--- config.mk ---
export PLATFORM = sky130hd
export DESIGN_NAME = dmem_access_ctrl
export DESIGN_NICKNAME = d
export VERILOG_FILES = /design/src/rtl/dmem_pkg.sv /design/src/rtl/dmem_watchdog.sv /design/src/rtl/dmem_access_ctrl.sv
export SDC_FILE = /design/constraint.sdc
export NUM_CORES = 1
export LEC_CHECK = 0
export ABC_AREA = 0
export BUFFER_PORTS_ARGS = -buffer_cell sky130_fd_sc_hd__clkbuf_2
export CORE_ASPECT_RATIO = 0.8
export CORE_MARGIN = 1.5
export CORE_UTILIZATION = 35
export CTS_CLUSTER_SIZE = 24
export DETAILED_ROUTE_END_ITERATION = 8
export GPL_TIMING_DRIVEN = 1
export PLACE_DENSITY = 0.67
export SETUP_SLACK_MARGIN = 0.5
export SLEW_MARGIN = 20
export SYNTH_ARGS = -nofsm -noshare
export SYNTH_HDL_FRONTEND = slang
export SYNTH_SLANG_ARGS = --single-unit
--- constraint.sdc ---
create_clock -name clk_i -period 2.3 [get_ports clk_i]
set_clock_uncertainty 0.15 [all_clocks]
set_input_delay 0.115 -clock clk_i [delete_from_list [all_inputs] [get_ports clk_i]]
set_output_delay 0.115 -clock clk_i [all_outputs]
set_load 0.1 [all_outputs]
--- src/rtl/dmem_pkg.sv ---
// Shared definitions for the data-memory access sequencer: EX/MEM op codes,
// FSM state encoding and the default watchdog limit.
package dmem_pkg;

    localparam logic [1:0] MEM_NONE = 2'b00;
    localparam logic [1:0] MEM_LDX  = 2'b01;
    localparam logic [1:0] MEM_LD   = 2'b10;
    localparam logic [1:0] MEM_ST   = 2'b11;

    typedef enum logic [1:0] {
        ST_IDLE = 2'd0,
        ST_BUSY = 2'd1,
        ST_DONE = 2'd2
    } dmem_state_t;

    localparam int DEFAULT_TIMEOUT = 255;
    localparam int TIMER_W         = 8;

endpackage

--- src/rtl/dmem_watchdog.sv ---
// Counts enabled cycles and flags the cycle in which the TIMEOUT-th enabled
// cycle occurs; TIMEOUT = 0 removes the counter entirely.
module dmem_watchdog
    import dmem_pkg::*;
#(
    parameter int TIMEOUT = DEFAULT_TIMEOUT
) (
    input  logic clk_i,
    input  logic rst_i,
    input  logic clr_i,
    input  logic en_i,
    output logic expired_o
);

    generate
        if (TIMEOUT == 0) begin : g_off
            logic unused_inputs;
            assign unused_inputs = &{1'b0, clk_i, rst_i, clr_i, en_i};
            assign expired_o     = 1'b0;
        end else begin : g_on
            localparam logic [TIMER_W-1:0] LAST = TIMER_W'(TIMEOUT - 1);
            logic [TIMER_W-1:0] count_reg;

            always_ff @(posedge clk_i) begin
                if (!rst_i || clr_i) begin
                    count_reg <= '0;
                end else if (en_i) begin
                    count_reg <= count_reg + 1'b1;
                end
            end

            // Fires while the count is about to reach TIMEOUT, so the request
            // is held for exactly TIMEOUT cycles before the abort.
            assign expired_o = en_i && (count_reg == LAST);
        end
    endgenerate

endmodule

--- src/rtl/dmem_access_ctrl.sv ---
// Sequences one EX/MEM load/store into a req/ack data memory, stalling the
// pipeline while busy and returning load data to MEM/WB.
module dmem_access_ctrl
    import dmem_pkg::*;
#(
    parameter int ADDR_W  = 32,
    parameter int DATA_W  = 32,
    parameter int TIMEOUT = DEFAULT_TIMEOUT
) (
    input  logic              clk_i,
    input  logic              rst_i,
    input  logic [1:0]        mem_op_i,
    input  logic [ADDR_W-1:0] addr_i,
    input  logic [DATA_W-1:0] wdata_i,
    input  logic [4:0]        rd_addr_i,
    input  logic              wb_i,
    output logic              stall_o,
    output logic              mem_req_o,
    output logic              mem_we_o,
    output logic [ADDR_W-1:0] mem_addr_o,
    output logic [DATA_W-1:0] mem_wdata_o,
    input  logic              mem_ack_i,
    input  logic [DATA_W-1:0] mem_rdata_i,
    output logic              wb_valid_o,
    output logic [4:0]        wb_rd_o,
    output logic [DATA_W-1:0] wb_data_o,
    output logic              err_o
);

    dmem_state_t state_reg;
    logic        wb_en_reg;
    logic        timer_clr;
    logic        timer_en;
    logic        expired;

    assign timer_clr = (state_reg != ST_BUSY) || mem_ack_i;
    assign timer_en  = (state_reg == ST_BUSY) && !mem_ack_i;

    dmem_watchdog #(
        .TIMEOUT (TIMEOUT)
    ) u_watchdog (
        .clk_i     (clk_i),
        .rst_i     (rst_i),
        .clr_i     (timer_clr),
        .en_i      (timer_en),
        .expired_o (expired)
    );

    // DONE deasserts stall so the frozen EX/MEM op drains without reissue.
    assign stall_o = ((state_reg == ST_IDLE) && (mem_op_i != MEM_NONE))
                   || (state_reg == ST_BUSY);

    always_ff @(posedge clk_i) begin
        if (!rst_i) begin
            state_reg   <= ST_IDLE;
            wb_en_reg   <= 1'b0;
            mem_req_o   <= 1'b0;
            mem_we_o    <= 1'b0;
            mem_addr_o  <= '0;
            mem_wdata_o <= '0;
            wb_valid_o  <= 1'b0;
            wb_rd_o     <= '0;
            wb_data_o   <= '0;
            err_o       <= 1'b0;
        end else begin
            wb_valid_o <= 1'b0;
            err_o      <= 1'b0;
            case (state_reg)
                ST_IDLE: begin
                    if (mem_op_i != MEM_NONE) begin
                        state_reg   <= ST_BUSY;
                        mem_req_o   <= 1'b1;
                        mem_we_o    <= (mem_op_i == MEM_ST);
                        mem_addr_o  <= addr_i;
                        mem_wdata_o <= wdata_i;
                        wb_rd_o     <= rd_addr_i;
                        wb_en_reg   <= wb_i;
                    end
                end
                ST_BUSY: begin
                    if (mem_ack_i) begin
                        state_reg  <= ST_DONE;
                        mem_req_o  <= 1'b0;
                        if (!mem_we_o) begin
                            wb_data_o <= mem_rdata_i;
                        end
                        wb_valid_o <= !mem_we_o && wb_en_reg && (wb_rd_o != 5'd0);
                    end else if (expired) begin
                        state_reg <= ST_DONE;
                        mem_req_o <= 1'b0;
                        err_o     <= 1'b1;
                    end
                end
                default: begin
                    state_reg <= ST_IDLE;
                end
            endcase
        end
    end

endmodule

==> results.md <==
* GR Overflow Total at 0
* Die W at 127 µm
* Final Cycle Share at 76.9%
* Startpoint types: flop
* Final Hold Fails at 0
* Final slew viol count at 0
* Row count at 36
* Post-synth EDFFs at 0
* Reg2reg start: state_reg[1]
* Layout net count at 931
* Worst Max-Slew Pin Slew at 565 ps
* Worst slew margin at 62.3%
* CP Capture Type: primary output
* Pwr dens at 940 mW/mm²
* Cells after synthesis at 526
* HPWL Detailed at 8650 µm
* CP Data Required Time at 2040 ps
* Yosys cell types at 30
* CTS max path bufs at 2
* Area grow syn2layout at 65.2%
* Cts bufs inserted at 17
* First-pass GRT wire length at 22,200 µm
* Tmin final at 1770 ps
* First DRT Iteration DRCs at 261
* Area of the multi-input gates at 0.00180 mm²
* Drt first pass iters at 4
* Post-synthesis adder-cell area fraction at 0.579%
* Post-synthesis mux area share at 0.260%
* Post-synthesis area per instance at 8.22 µm²
* Die H at 102 µm
* Critical path data arrival time at 1500 ps
* Worst hold path startpoint: mem_op_i[0]
* DRT antenna net count at 0
* Layout cells sized above 1 at 31.3%
* Vias in the first global route at 4,721
* FILL cells at 1,007
* Worst-path maximum fanout at 7
* Most common cell in the netlist: dfxtp_1
* TritonCTS Sinks at 116
* Kind of critical path: flop to primary output
* Synth area leaders: dfxtp_1 (54%), a21oi_1 (12%), nand3_1 (8.8%), o21ai_0 (8.5%), nand2_1 (5.6%)
* Largest net degree at the start of global routing at 73
* Leakage power at 3.13 nW
* Root Buffer: clkbuf_16
* Post-DR wirelength/cell at 14.7 µm
* DRC viols at 0
* Core ar. at 0.0121 mm²
* Initial Utilization at 35.7%
* Area fraction in compound gates after synthesis at 21.6%
* Top Registers: mem_addr_o: 32 flops, mem_wdata_o: 32 flops, wb_data_o: 32 flops
* Initial antenna violation count at 0
* TritonCTS clock tree: built
* Fmax achieved at 565 MHz
* IO buf count at 212
* Top-area cell type share of the netlist area at 53.7%
* Total Power at 0.00671 W
* Routability congestion estimate at 0.736
* Synth warnings at 0
* IO Pins at 213
* Final setup vio count at 0
* Clk pin slew, worst setup/hold paths at 50 ps
* R2R Setup Slk at 590 ps
* Worst Hold Class: input port to flop
* Total wire length at 14,500 µm
* Synth top cells by count: dfxtp_1 (116), a21oi_1 (107), nand3_1 (76)
* Synth Area in XOR/XNOR at 0.608%
* Yosys reg bits at 116
* Worst-Skew Late Latency at 410 ps
* Reg area at 0.00232 mm²
* Setup tns final at 0 ps
* Via Count at 4,965
* Syn Nets at 635
* Sequential area share after synthesis at 53.7%
* # H-tree levels at 4
* Routed vias/inst at 5.03
* Total GRT Usage at 21.8%
* Max-Cap Viols at 0
* Largest family of logic cells by synthesized area: compound AO/OA/AOI/OAI gates
* Fraction of registers with async set/reset at 0%
* Outcome: completed
* VDD IR max at 650 µV
* Diode count at 0
* Cell taking the most area after synthesis: dfxtp_1
* RSZ-0062 raised after global routing: true
* Synthesized area at 0.00432 mm²
* Worst Setup SP: state_reg[1]
* Simple-Gate Fraction of Synth Area at 17.9%
* Die area at 0.0130 mm²
* Top_reg_cell synth: dfxtp_1
[area by class of cell]
type                            instances  area share [%]
Multi-Input combinational cell        356            25.1
Sequential cell                       116            32.5
Inverter                                4           0.245
Clock inverter                         10            1.47
Clock buffer                           22            6.64
Tap cell                              152            2.66
Timing Repair Buffer                  327            31.3
[metrics by stage]
stage,area (µm²),setup WS (ps),hold slack [ps],util (%),cells
after detailed placement,5480,524,196,45.2,849
after CTS,7130,465,40.2,58.9,987
after global placement,5480,576,188,45.2,849
after global routing,7140,453,83.9,58.9,987
final,7140,531,61.7,58.9,987
after floorplan,4340,600,80.1,-,526
[report_power, final]
part | switching, W | total (W) | leakage (nW) | internal, W
registers | 0.0000829 | 0.00224 | 0.951 | 0.00216
clock network | 0.000904 | 0.00257 | 0.285 | 0.00166
logic | 0.00148 | 0.00190 | 1.90 | 0.000425
[cells by family after synthesis]
family          Yosys count
compound gates          184
simple gates            166
flops                   116
buf+inv                  54
xor+xnor                  3
fa+ha+maj                 2
mux                       1
[worst paths after layout]
check                                endpoint  cells after the start
worst min-delay path                 mem_we_o                      4
worst max register to register  mem_addr_o[6]                      4
worst min register to register     wb_valid_o                      2
worst max-delay path                  stall_o                      3
[routing by layer]
metal / GRT usage, % / part of all wire [%] / wire length [µm] / up-vias
met4: 12.6 / 2.5 / 370 / 0
met1: 24.8 / 43 / 6200 / 2313
met3: 5.76 / 5.9 / 863 / 27
li1: - / - / - / 2423
met2: 37.5 / 49 / 7100 / 202
met5: 0 / 0 / 0 / -
[worst max-delay path, cell delays in order (launching register included)]
cell and delay (ps):
dfxtp_1 360, or2_2 360, o21ai_4 180, buf_12 190
[timing repair]
action,in CTS,in global routing
hold buffers,106,0
endpoints found under the hold margin,106,0
buffers inserted,0,0
resized for setup,3,5
endpoints found under the setup margin,5,19
[layout by cell type (no fill, tap or decap), drive strengths merged, types with 2 or more instances in the layout]
| master | Yosys | layout |
|---|---|---|
| a21oi | 107 | 107 |
| buf | 13 | 9 |
| bufinv | 0 | 2 |
| clkbuf | 37 | 234 |
| clkinv | 1 | 6 |
| clkinvlp | 0 | 2 |
| dfxtp | 116 | 116 |
| dlygate4sd3 | 0 | 106 |
| ha | 2 | 2 |
| inv | 3 | 4 |
| nand2 | 65 | 65 |
| nand3 | 76 | 76 |
| nand4bb | 2 | 2 |
| nor2 | 12 | 12 |
| nor3 | 3 | 3 |
| o21ai | 73 | 73 |
| or2 | 2 | 2 |
| xor2 | 2 | 2 |
Power figures use the tool's default switching activity.
